$ cat config.mk
export PLATFORM = sky130hd
export DESIGN_NAME = tbu_block
export DESIGN_NICKNAME = d
export VERILOG_FILES = /design/src/rtl/tbu_block.sv
export SDC_FILE = /design/constraint.sdc
export NUM_CORES = 1
export LEC_CHECK = 0
export CAP_MARGIN = 20
export CORE_ASPECT_RATIO = 1.4
export CORE_MARGIN = 1
export CORE_UTILIZATION = 40
export CTS_CLUSTER_DIAMETER = 50
export DETAILED_ROUTE_END_ITERATION = 6
export GPL_TIMING_DRIVEN = 0
export HOLD_SLACK_MARGIN = 0.02
export PLACE_DENSITY = 0.63
export SLEW_MARGIN = 20
export SYNTH_ARGS = -nofsm -noshare
export SYNTH_HDL_FRONTEND = slang
export SYNTH_SLANG_ARGS = --single-unit
$ cat constraint.sdc
create_clock -name clk -period 2.56 [get_ports clk]
set_clock_uncertainty 0.15 [all_clocks]
set_input_delay 0.768 -clock clk [delete_from_list [all_inputs] [get_ports clk]]
set_output_delay 0.768 -clock clk [all_outputs]
set_load 0.005 [all_outputs]
$ cat src/rtl/tbu_block.sv
// Block traceback unit for a Viterbi decoder: stores one frame of survivor
// decisions, traces back from a start state, then emits the bits oldest-first.
module tbu_block #(
  parameter int K         = 3,
  parameter int FRAME_LEN = 8,
  parameter int TAIL_TERM = 1
) (
  input  logic                  clk,
  input  logic                  rst_n,
  input  logic [2**(K-1)-1:0]   dec_i,
  input  logic                  dec_valid_i,
  output logic                  dec_ready_o,
  input  logic [K-2:0]          best_state_i,
  output logic                  data_serial_o,
  output logic                  valid_serial_o,
  output logic                  busy_o
);

  localparam int STATE_W    = K - 1;
  localparam int NUM_STATES = 2 ** STATE_W;
  localparam int PTR_W      = $clog2(FRAME_LEN);
  localparam logic [PTR_W-1:0] LAST_PTR = PTR_W'(FRAME_LEN - 1);

  typedef enum logic [1:0] {
    ST_WRITE,
    ST_TRACE,
    ST_OUTPUT
  } state_t;

  state_t               state_reg;
  logic [PTR_W-1:0]     wr_ptr_reg;
  logic [PTR_W-1:0]     rd_ptr_reg;
  logic [PTR_W-1:0]     out_ptr_reg;
  logic [STATE_W-1:0]   cur_state_reg;

  logic [NUM_STATES-1:0] mem  [FRAME_LEN];
  logic                  lifo [FRAME_LEN];

  logic accept;
  logic dec_bit;

  assign accept  = dec_valid_i & dec_ready_o;
  assign dec_bit = mem[rd_ptr_reg][cur_state_reg];

  // Storage arrays carry no reset so they can map onto RAM primitives.
  always_ff @(posedge clk) begin
    if (state_reg == ST_WRITE && accept) begin
      mem[wr_ptr_reg] <= dec_i;
    end
    if (state_reg == ST_TRACE) begin
      lifo[rd_ptr_reg] <= cur_state_reg[STATE_W-1];
    end
  end

  always_ff @(posedge clk or negedge rst_n) begin
    if (!rst_n) begin
      state_reg      <= ST_WRITE;
      wr_ptr_reg     <= '0;
      rd_ptr_reg     <= '0;
      out_ptr_reg    <= '0;
      cur_state_reg  <= '0;
      dec_ready_o    <= 1'b1;
      busy_o         <= 1'b0;
      valid_serial_o <= 1'b0;
      data_serial_o  <= 1'b0;
    end else begin
      case (state_reg)
        ST_WRITE: begin
          if (accept) begin
            wr_ptr_reg <= wr_ptr_reg + 1'b1;
            if (wr_ptr_reg == LAST_PTR) begin
              cur_state_reg <= (TAIL_TERM != 0) ? '0 : best_state_i;
              rd_ptr_reg    <= LAST_PTR;
              dec_ready_o   <= 1'b0;
              busy_o        <= 1'b1;
              state_reg     <= ST_TRACE;
            end
          end
        end

        ST_TRACE: begin
          // Step back to the predecessor selected by the stored decision.
          cur_state_reg <= {cur_state_reg[STATE_W-2:0], dec_bit};
          rd_ptr_reg    <= rd_ptr_reg - 1'b1;
          if (rd_ptr_reg == '0) begin
            out_ptr_reg <= '0;
            state_reg   <= ST_OUTPUT;
          end
        end

        ST_OUTPUT: begin
          // out_ptr wraps to 0 after the last bit; valid then marks completion.
          if (valid_serial_o && out_ptr_reg == '0) begin
            valid_serial_o <= 1'b0;
            wr_ptr_reg     <= '0;
            dec_ready_o    <= 1'b1;
            busy_o         <= 1'b0;
            state_reg      <= ST_WRITE;
          end else begin
            valid_serial_o <= 1'b1;
            data_serial_o  <= lifo[out_ptr_reg];
            out_ptr_reg    <= out_ptr_reg + 1'b1;
          end
        end

        default: state_reg <= ST_WRITE;
      endcase
    end
  end

endmodule

Yosys cells after proc, flatten, opt, wreduce, memory -nomap -nowiden:

Memory sizes are Yosys's and may differ from the RTL's. A register that Yosys moved wholly into a read port is not among the register bits.
Index checks and enable logic that the tools add are counted.

* output and inout bits: 4
* bits in writable memories: 40
* word-level logic and storage cells: 71
* latch bits: 0
* memories: 2
* register bits: 16
* bits of input ports: 9
* ROM bits: 0

Memory list
* mem: depth 8, bits a word 4, read ports 1, clocked after Yosys merged registers in 0, write ports 1, line 36 `logic [NUM_STATES-1:0] mem [FRAME_LEN];`
* lifo: depth 8, bits a word 1, read ports 1, clocked after Yosys merged registers in 1, write ports 1, line 37 `logic lifo [FRAME_LEN];`

* shift operators: 0
* $lt $le $gt $ge: 1
* multiplexer cells: 32
* add/sub/neg operators: 3
* eq/ne operators: 8
* reductions and logical operators: 15
* multipliers: 0
* divide/modulo/power cells: 0
* bitwise operators: 2

Operators by type and width (count)
* 3-bit 2-to-1 mux: 6
* 3-bit case mux with 2 select lines: 3
* 1-bit 2-to-1 mux: 12
* 2-bit 2-to-1 mux: 6
* 3-bit AND reduction: 3
* 4-bit AND reduction: 2
* 3-bit by 1-bit adder with 3-bit output, second input constant: 2
* 3-bit zero test: 2
* 2-bit inequality test, second input constant: 3
* 2-bit case mux with 3 select lines: 1
* 2-bit nonzero test: 3
* 2-bit by 1-bit inequality test with 1-bit output, second input constant: 2
* 1-bit case mux with 2 select lines: 2
* 2-bit case mux with 2 select lines: 1
* 3-bit == test, second input constant: 1
* 2-bit by 3-bit < comparator with 1-bit output, second input constant: 1
* 3-bit by 1-bit subtractor with 3-bit output, second input constant: 1
* 1-bit binary-select mux with 2-bit select: 1
* 2-bit by 1-bit == test with 1-bit output, second input constant: 1
* 2-bit == test, second input constant: 1
* 1-bit logical AND: 2
* 2-bit zero test: 1
* 2-bit AND reduction: 1
* 1-bit AND: 1
* 2 further kinds: 2

Depth between registers and ports, before layout:

Gate-level depths: netlist of run 1.

* depth in word-level cells: 4
* gate-level depth with buffers: 8
* mapped depth without buffers: 6

Worst setup path after synthesis of run 1:

Ideal clock, no wire load.

* path kind: in2reg
* from: in dec_valid_i
* to: mem mem[0][0] in the netlist's numbering, enable pin
* library setup time: 361 ps
* arrival time: 1522 ps
* stages: 3
* path slack: 526 ps
* required time: 2049 ps
* buffers on the path: 0
* cell sequence: and4bb_1 > nand2b_1 > nor3_1

* cells in the longest elaborated chain, start to end: 4

RTL lines
* from (decl): line 11 `input logic dec_valid_i,`
* 1-bit AND: line 42 `assign accept = dec_valid_i & dec_ready_o;`
* 1-bit logical AND: line 47 `if (state_reg == ST_WRITE && accept) begin`
* 1-bit 2-to-1 mux: line 47
* 1-bit 2-to-1 mux (implied by the code): line 48 `mem[wr_ptr_reg] <= dec_i;`
* to (decl): line 36

No other way between the ends.

Final worst setup path of run 1:

* from: in dec_valid_i
* to: mem mem[4][1] in the netlist's numbering, enable pin

Same word-level chain as after synthesis.

==> impl_summary.txt, run 1 <==
----------------------------------------------------
[Floorplan]
  IO Count ... 13
  DIE WIDTH ... 68.5 um
  Core area ... 0.00590 mm2
  Row cnt ... 33
  Starting density of the core ... 0.419
  Area of the die ... 0.00651 mm2
  Die boundary height ... 95.1 um

[Setup path]
  Cell breakdown of the critical path ... clkdlybuf4s50_1 > and4bb_1 > nand2b_1 > nor2_1
  Type of destination of the critical path ... register
  Worst path max stage delay ... 0.51 ns
  Crit path required time ... 2.40 ns
  Critical path arrival ... 2.22 ns
  Slowest CP cell ... sky130_fd_sc_hd__clkdlybuf4s50_1
  Type of the worst setup path ... in -> reg
  Worst Setup Start Kind ... input pin
  Critical path peak fanout ... 6

[Detailed routing]
  Number of nets with antenna violations after routing ... 0
  Residual DRC ... 0
  Average routed wire per standard cell ... 16.2 um
  Total vias in the final route ... 1454
  Sum of routed wire length over all layers ... 4360 um
  DRC marker count from the first detailed-route iteration ... 52
  Vias per inst ... 5.39
  Detailed-routing iteration count for the pre-antenna-repair pass ... 4

[Global routing]
  Initial antenna violation count ... 0
  Via count of the first global-routing pass ... 1497
  Wire length of the first global-routing pass ... 7160 um
  Pin count of the biggest net entering global routing ... 18
  Grt total ovfl ... 0
  Overall global routing resource usage ... 0.163

[Yosys]
  Main combinational cell family by area after synthesis ... simple AND/OR/NAND/NOR gates
  Compound-cell area share of the yosys netlist ... 0.0672
  Share of the synthesized netlist area taken by xor and xnor gates ... 0.00354
  Fraction of synthesized cell area taken by the top area cell type ... 0.485
  Post-synth top cells ... 40 x sky130_fd_sc_hd__edfxtp_1, 17 x sky130_fd_sc_hd__nand2_1, 16 x sky130_fd_sc_hd__dfrtp_1
  Fraction of the mapped netlist area in adder cells ... 0.0303
  Distinct cells, synth ... 38
  Ranking of synthesized cells by area ... sky130_fd_sc_hd__edfxtp_1 49%, sky130_fd_sc_hd__dfrtp_1 16%, sky130_fd_sc_hd__mux4_2 3.6%, sky130_fd_sc_hd__mux2i_1 3.2%, sky130_fd_sc_hd__mux4_1 3.2%
  Post-synth EDFFs ... 40
  Async set-or-reset flop fraction in the synthesized netlist ... 0.298
  Simple-gate share of the synthesized area ... 0.114
  Leading cell type by number of instances after synthesis ... sky130_fd_sc_hd__edfxtp_1
  Largest area contributor in the synthesized netlist ... sky130_fd_sc_hd__edfxtp_1
  Post-synthesis area per instance ... 14.2 um2
  Fraction of synthesized area in multiplexers ... 0.105
  Net Count, Synth ... 189
  Most common flop cell mapped by yosys ... sky130_fd_sc_hd__edfxtp_1
  Yosys synthesis warning count ... 0
  Synthesis-stage register bit count ... 57
  Post-Synthesis Cells ... 174
  Cell area after synthesis ... 0.00248 mm2
  Share of synthesized area occupied by flip-flops and latches ... 0.657

[Timing]
  Least-Margin Pin Slew ... 0.759 ns
  Fmax ... 419 MHz
  Fraction of the cycle the final worst path needs ... 0.932
  Post-route minimum period ... 2.39 ns
  Final hold viol count ... 0
  Max-slew violations ... 0
  Worst rel slew slack ... 0.493
  Total setup violations reported at the end of the flow ... 0
  Unrepaired setup endpoints after global routing ... no
  Slack of the critical path ... 0.175 ns

[Power]
  Total internal power ... 2.16 mW
  Sw Ratio ... 0.320
  Maximum VDD drop ... 0.692 mV
  Static Leak ... 1.08 nW
  Clock power frac ... 0.285
  Net switching component of the power ... 1.02 mW
  Share of total power in combinational logic ... 0.288
  Sequential cell fraction of total power ... 0.427
  Power density of the placed cells ... 1100 mW/mm2

[Placed design]
  Post-DP HPWL ... 3140 um
  Setup slack at placement ... -0.327 ns
  Placed instance count ... 254
  RePlAce Congestion ... 0.772
  Number of buffers added on ports ... 10

[Worst hold path]
  Path category of the worst min-delay check ... reg -> reg

[Clock tree]
  CTS Sinks ... 57
  Cell chosen for the clock root ... sky130_fd_sc_hd__clkbuf_8
  Reg clk slew, reported paths ... 0.07 ns
  Clock latency of the later-clocked register in the worst-skew pair ... 0.34 ns
  Count of H-tree levels built during CTS ... 3
  Max Root-Sink Buffers ... 2
  TritonCTS clock tree ... built
  CTS buffer count ... 9
  Hold-fix buffers, CTS ... 0

[Finish]
  Register with the most flip-flops ... mem
  Final core utilization ... 0.490
  Flip-flop count of the largest register, all copies and words added ... 32
  Count of nets after finishing ... 210
  Layout overhead on the synthesized area ... 16.8%
  Antenna fix cells ... 0
  Largest registers ... mem (32), lifo (8)
  Final cell count without fillers ... 270
  Fraction of layout cells with a size suffix above 1 ... 0.145

[Outcome]
  Outcome ... finished clean

[Flow run]
  Max Cap Violations ... 0

----------------------------------------------------
[power groups by stage]
| stage | clock network, mW | registers, mW | logic [mW] |
|---|---|---|---|
| after detailed placement | 0 | 1.37 | 0.916 |
| final | 0.907 | 1.36 | 0.916 |
| after global placement | 0 | 1.35 | 0.894 |
| after floorplan | 0 | 1.32 | 0.681 |
| after CTS | 0.926 | 1.35 | 0.921 |
| after global routing | 0.970 | 1.38 | 1.03 |
[through the flow]
step / hold WS (ns) / instance area (um2) / setup TNS (ns) / total power [mW]
6_report: 0.347 / 2890 / 0 / 3.18
5_1_grt: 0.386 / 2890 / 0 / 3.38
4_1_cts: 0.350 / 2880 / 0 / 3.20
3_5_place_dp: 0.340 / 2660 / -5.11 / 2.29
3_3_place_gp: 0.314 / 2660 / -3.87 / 2.25
2_1_floorplan: 0.314 / 2480 / 0 / 2.00
[per-layer routing]
| layer | wire length, um | vias up | global-route usage |
|---|---|---|---|
| li1 | - | 696 | - |
| met2 | 2280 | 41 | 0.266 |
| met1 | 1770 | 707 | 0.180 |
| met4 | 120 | 0 | 0.102 |
| met3 | 185 | 10 | 0.0502 |
| met5 | 0 | - | 0 |
[logic make-up (layout without fill, tap and decap cells)]
| family | after synthesis | count (layout) |
|---|---|---|
| multiplexers | 16 | 16 |
| AND/OR/NAND/NOR | 59 | 59 |
| XOR/XNOR | 1 | 1 |
| flip-flops | 57 | 57 |
| adder cells (fa/ha/maj) | 6 | 6 |
| buffers and inverters | 12 | 38 |
| AO/OA/AOI/OAI | 23 | 23 |
[path summary, 6_finish.rpt]
kind                                startpoint                to  slack (ns)  cells past startpoint
worst min register to register  out_ptr_reg[2]    out_ptr_reg[2]        0.35                      1
min in group asynchronous                rst_n     rd_ptr_reg[0]        0.73                      1
max in group asynchronous                rst_n  cur_state_reg[1]        1.05                      1
worst max register to register     dec_ready_o         mem[4][1]        0.57                      3
worst max-delay path               dec_valid_i         mem[4][1]        0.17                      4
worst min-delay path            out_ptr_reg[2]    out_ptr_reg[2]        0.35                      1
[final cells by class]
| class | instances | area, um2 |
|---|---|---|
| Fill cell | 500 | 3010 |
| Sequential cell | 57 | 1630 |
| Multi-Input combinational cell | 105 | 803 |
| Clock buffer | 9 | 124 |
| Timing Repair Buffer | 10 | 100 |
| Clock inverter | 7 | 95.1 |
| Tap cell | 70 | 87.6 |
| Buffer | 5 | 28.8 |
| Inverter | 7 | 26.3 |
[cell usage in the layout, fill, tap and decap left out, types with 2 or more instances in the layout]
cell type	netlist	layout
sky130_fd_sc_hd__edfxtp_1	40	40
sky130_fd_sc_hd__nand2_1	17	17
sky130_fd_sc_hd__dfrtp_1	16	16
sky130_fd_sc_hd__nor2_1	15	15
sky130_fd_sc_hd__clkdlybuf4s50_1	0	10
sky130_fd_sc_hd__clkbuf_8	0	9
sky130_fd_sc_hd__o21ai_0	8	8
sky130_fd_sc_hd__mux2i_1	8	8
sky130_fd_sc_hd__nand2b_1	7	7
sky130_fd_sc_hd__inv_1	7	7
sky130_fd_sc_hd__ha_1	6	6
sky130_fd_sc_hd__nor3_1	7	5
sky130_fd_sc_hd__nand3_1	5	5
sky130_fd_sc_hd__mux4_2	4	4
sky130_fd_sc_hd__nor2b_1	3	3
sky130_fd_sc_hd__a22o_1	3	3
sky130_fd_sc_hd__mux4_1	3	3
sky130_fd_sc_hd__nor3_2	0	2
sky130_fd_sc_hd__buf_2	2	2
sky130_fd_sc_hd__clkbuf_1	2	2
sky130_fd_sc_hd__clkinv_4	0	2
sky130_fd_sc_hd__bufinv_16	0	2
sky130_fd_sc_hd__clkinv_2	0	2
[worst max-delay path, delay by kind of cell]
| family | cells | cell delay [ns] |
|---|---|---|
| buffers and inverters | 1 | 0.51 |
| AND/OR/NAND/NOR | 3 | 0.94 |
[timing repair]
action | CTS | global route
setup buffers | 0 | 0
resized for setup | 0 | 2
endpoints found under the setup margin | 0 | 8
No activity file was read; power rests on OpenSTA's default activity.
==> run 2, diff against run 1 <==
Settings changed: ABC_AREA set to 1.
==> run 2 against run 1 <==
Net effect: the flow now finishes with violations (design-rule violations); register-to-register slack improved by 0.06 ns; area after synthesis rose by 6.0%; critical path depth rose by 1; count of clock-buffer cells in the layout did not move; clock power fell by 2.2%; synthesized cell count rose by 59%; total power rose by 1.8%; hold slack got worse by 0.025 ns; maximum frequency rose by 4.3%; non-clock buffer count fell by 2.
==> impl_summary.txt, run 2 <==
----------------------------------------------------
[Outcome]
  Outcome ... finished, violations left
  Violated checks ... design-rule violations

[Timing]
  Least-Margin Pin Slew ... 0.739 ns (-0.0194 ns)
  Total setup violations reported at the end of the flow ... 0 (unchanged)
  Post-route minimum period ... 2.29 ns (-0.0973 ns)
  Max-slew violations ... 0 (unchanged)
  Unrepaired setup endpoints after global routing ... no
  Final hold viol count ... 0 (unchanged)
  Worst rel slew slack ... 0.505 (+0.0130)
  Fmax ... 437 MHz (+4.3%)
  Fraction of the cycle the final worst path needs ... 0.894 (-0.0380)

[Detailed routing]
  Total vias in the final route ... 1763 (+21%)
  Detailed-routing iteration count for the pre-antenna-repair pass ... 6 (+2)
  Number of nets with antenna violations after routing ... 0 (unchanged)
  Average routed wire per standard cell ... 12.9 um (-20%)
  Sum of routed wire length over all layers ... 4820 um (+11%)
  DRC marker count from the first detailed-route iteration ... 61 (+17%)
  Residual DRC ... 5 (+5)
  Vias per inst ... 4.71 (-12%)

[Finish]
  Most common cell after layout, fill and taps aside ... sky130_fd_sc_hd__nand2_1
  Flip-flop count of the largest register, all copies and words added ... 32 (unchanged)
  Count of nets after finishing ... 312 (+49%)
  Register with the most flip-flops ... mem
  Filler cells ... 601 (+20%)
  Most frequent cells in the layout ... 67 x sky130_fd_sc_hd__nand2_1, 46 x sky130_fd_sc_hd__inv_1, 40 x sky130_fd_sc_hd__nor2_1, 40 x sky130_fd_sc_hd__edfxtp_1, 18 x sky130_fd_sc_hd__nand3_1
  Antenna fix cells ... 0 (unchanged)
  Largest registers ... mem (32), lifo (8)
  Fraction of layout cells with a size suffix above 1 ... 0.113 (-0.0324)
  Final core utilization ... 0.480 (-0.00961)
  Layout overhead on the synthesized area ... 15.2%

[Yosys]
  Largest area contributor in the synthesized netlist ... sky130_fd_sc_hd__edfxtp_1
  Cell area after synthesis ... 0.00263 mm2 (+6.0%)
  Net Count, Synth ... 291 (+54%)
  Yosys synthesis warning count ... 0 (unchanged)
  Synthesis-stage register bit count ... 57 (unchanged)
  Leading cell type by number of instances after synthesis ... sky130_fd_sc_hd__nand2_1
  Most common flop cell mapped by yosys ... sky130_fd_sc_hd__edfxtp_1
  Post-synthesis area per instance ... 9.51 um2 (-33%)
  Post-synth top cells ... 67 x sky130_fd_sc_hd__nand2_1, 46 x sky130_fd_sc_hd__inv_1, 40 x sky130_fd_sc_hd__edfxtp_1, 40 x sky130_fd_sc_hd__nor2_1, 18 x sky130_fd_sc_hd__nand3_1
  Share of synthesized area occupied by flip-flops and latches ... 0.620 (-0.0373)
  Distinct cells, synth ... 24 (-37%)
  Fraction of synthesized cell area taken by the top area cell type ... 0.458 (-0.0275)
  Post-Synthesis Cells ... 276 (+59%)
  Async set-or-reset flop fraction in the synthesized netlist ... 0.298 (unchanged)
  Post-synth EDFFs ... 40 (unchanged)
  Ranking of synthesized cells by area ... sky130_fd_sc_hd__edfxtp_1 46%, sky130_fd_sc_hd__dfrtp_1 15%, sky130_fd_sc_hd__nand2_1 9.6%, sky130_fd_sc_hd__inv_1 6.6%, sky130_fd_sc_hd__nor2_1 5.7%

[Clock tree]
  Reg clk slew, reported paths ... 0.06 ns (about the same)
  Cell chosen for the clock root ... sky130_fd_sc_hd__clkbuf_8
  Count of H-tree levels built during CTS ... 3 (unchanged)
  CTS Sinks ... 57 (unchanged)
  Number of setup buffers added after CTS ... 0 (unchanged)
  Count of instances resized after the clock tree is built ... 0 (unchanged)
  TritonCTS clock tree ... built
  Hold-fix buffers, CTS ... 0 (unchanged)
  Max Root-Sink Buffers ... 2 (unchanged)
  Clock latency of the later-clocked register in the worst-skew pair ... 0.33 ns (about the same)
  CTS buffer count ... 9 (unchanged)

[Floorplan]
  Die boundary height ... 97.9 um (+2.9%)
  DIE WIDTH ... 70.5 um (+2.9%)
  Core area ... 0.00630 mm2 (+6.6%)
  Row cnt ... 34 (+3.0%)
  Starting density of the core ... 0.417 (-0.00244)
  IO Count ... 13 (unchanged)
  Area of the die ... 0.00690 mm2 (+5.9%)

[Setup path]
  Worst Setup Start Kind ... input pin
  Critical path arrival ... 2.13 ns (-0.09 ns)
  Type of destination of the critical path ... register
  Count of buffering cells on the critical path with inverters included ... 1 (unchanged)
  Worst path max stage delay ... 0.46 ns (-0.05 ns)
  Kind of cell with the highest combined delay on the critical path ... simple AND/OR/NAND/NOR gates
  Critical path peak fanout ... 5 (-1)
  Crit path required time ... 2.40 ns (about the same)
  Slowest CP cell ... sky130_fd_sc_hd__clkdlybuf4s50_1
  Cell breakdown of the critical path ... clkdlybuf4s50_1 > nand3_1 > nor2_2 > nand2_1 > nor2_1
  Type of the worst setup path ... in -> reg

[Placed design]
  RePlAce Congestion ... 0.775 (+0.27%)
  Post-DP HPWL ... 3540 um (+13%)
  Number of buffers added on ports ... 10 (unchanged)

[Worst hold path]
  Path category of the worst min-delay check ... reg -> reg

[Power]
  Power density of the placed cells ... 1070 mW/mm2 (-2.7%)
  Static Leak ... 1.34 nW (+24%)
  Total internal power ... 2.10 mW (-2.9%)
  Maximum VDD drop ... 0.426 mV (-38%)
  Sw Ratio ... 0.351 (+0.0310)
  Sequential cell fraction of total power ... 0.415 (-0.012)
  Net switching component of the power ... 1.14 mW (+12%)
  Share of total power in combinational logic ... 0.311 (+0.023)
  Clock power frac ... 0.274 (-0.011)
  Design Power ... 3.24 mW (+1.8%)

[Global routing]
  Via count of the first global-routing pass ... 1741 (+16%)
  Grt total ovfl ... 0 (unchanged)
  Wire length of the first global-routing pass ... 8180 um (+14%)
  Pin count of the biggest net entering global routing ... 18 (unchanged)
  Overall global routing resource usage ... 0.163 (+0.000173)
  Initial antenna violation count ... 0 (unchanged)

[Flow run]
  Max Cap Violations ... 0 (unchanged)

----------------------------------------------------
==> run 2: cell families (layout without fill, tap and decap cells) <==
family                     after synthesis  count (layout)  share of synthesized area
AOI/OAI and AO/OA                       21              21                     0.0439
xor gates and xnor gates                 1               1                    0.00334
adders and majority gates                6               6                     0.0286
buffers and inverters                   56              82                     0.0882
DFF                                     57              57                      0.620
and+or+nand+nor                        135             135                      0.216
==> run 2: cell type report <==
cell class / count / area [um2] / area share
plain buffers: 3 / 30.0 / 0.00993
clock buffers: 9 / 124 / 0.0410
flip-flops and latches: 57 / 1630 / 0.538
inverters: 53 / 201 / 0.0666
well taps: 72 / 90.1 / 0.0298
multi-input cells: 163 / 766 / 0.253
repair buffers: 10 / 100 / 0.0331
clock inverters: 7 / 85.1 / 0.0281
==> run 2: power by group through the flow <==
stage          clock network [mW]  registers (mW)  logic, mW
2_1_floorplan                   0            1.33      0.731
3_3_place_gp                    0            1.36       1.00
3_5_place_dp                    0            1.36       1.02
4_1_cts                     0.909            1.34       1.03
5_1_grt                     0.956            1.37       1.17
6_report                    0.887            1.34       1.01
==> run 2: worst register-to-register path, cell delays in order (launching register included) <==
cell                      delay (ns)
sky130_fd_sc_hd__dfstp_2        0.54
sky130_fd_sc_hd__nand3_1        0.15
sky130_fd_sc_hd__nor2_2         0.22
sky130_fd_sc_hd__nand2_1        0.19
sky130_fd_sc_hd__nor2_1         0.34
==> run 2: worst paths after layout <==
| kind | start | endpoint | slack [ns] | depth (start not counted) |
|---|---|---|---|---|
| min in group asynchronous | rst_n | state_reg[1] | 0.72 | 1 |
| worst max-delay path | dec_valid_i | mem[4][1] | 0.27 | 5 |
| worst min-delay path | dec_ready_o | dec_ready_o | 0.32 | 2 |
| worst min register to register | dec_ready_o | dec_ready_o | 0.32 | 2 |
| max in group asynchronous | rst_n | busy_o | 1.07 | 1 |
| worst max register to register | dec_ready_o | mem[4][1] | 0.63 | 4 |
==> run 2: metal layers <==
metal | GRT usage | up-vias | part of all wire
met4 | 0.0942 | 0 | 0.021
met2 | 0.294 | 29 | 0.54
met1 | 0.166 | 808 | 0.40
met3 | 0.0464 | 9 | 0.033
li1 | - | 917 | -
met5 | 0 | - | 0
==> run 2: metrics by stage <==
step | instance area (um2) | hold WS, ns | std cells | TNS (ns) | setup slack, ns
after detailed placement | 2820 | 0.314 | 358 | -2.00 | -0.0868
after global routing | 3020 | 0.356 | 374 | 0 | 0.145
after floorplan | 2630 | 0.313 | 276 | 0 | 0.681
after global placement | 2820 | 0.309 | 358 | -1.54 | -0.0782
final | 3020 | 0.322 | 374 | 0 | 0.272
after CTS | 3020 | 0.327 | 374 | 0 | 0.248
==> run 3, diff against run 2 <==
Settings changed: ABC_CLOCK_PERIOD_IN_PS set to 2560.
==> results of run 3 <==
The final DEF is identical to that of run 2; final timing and power are the same.
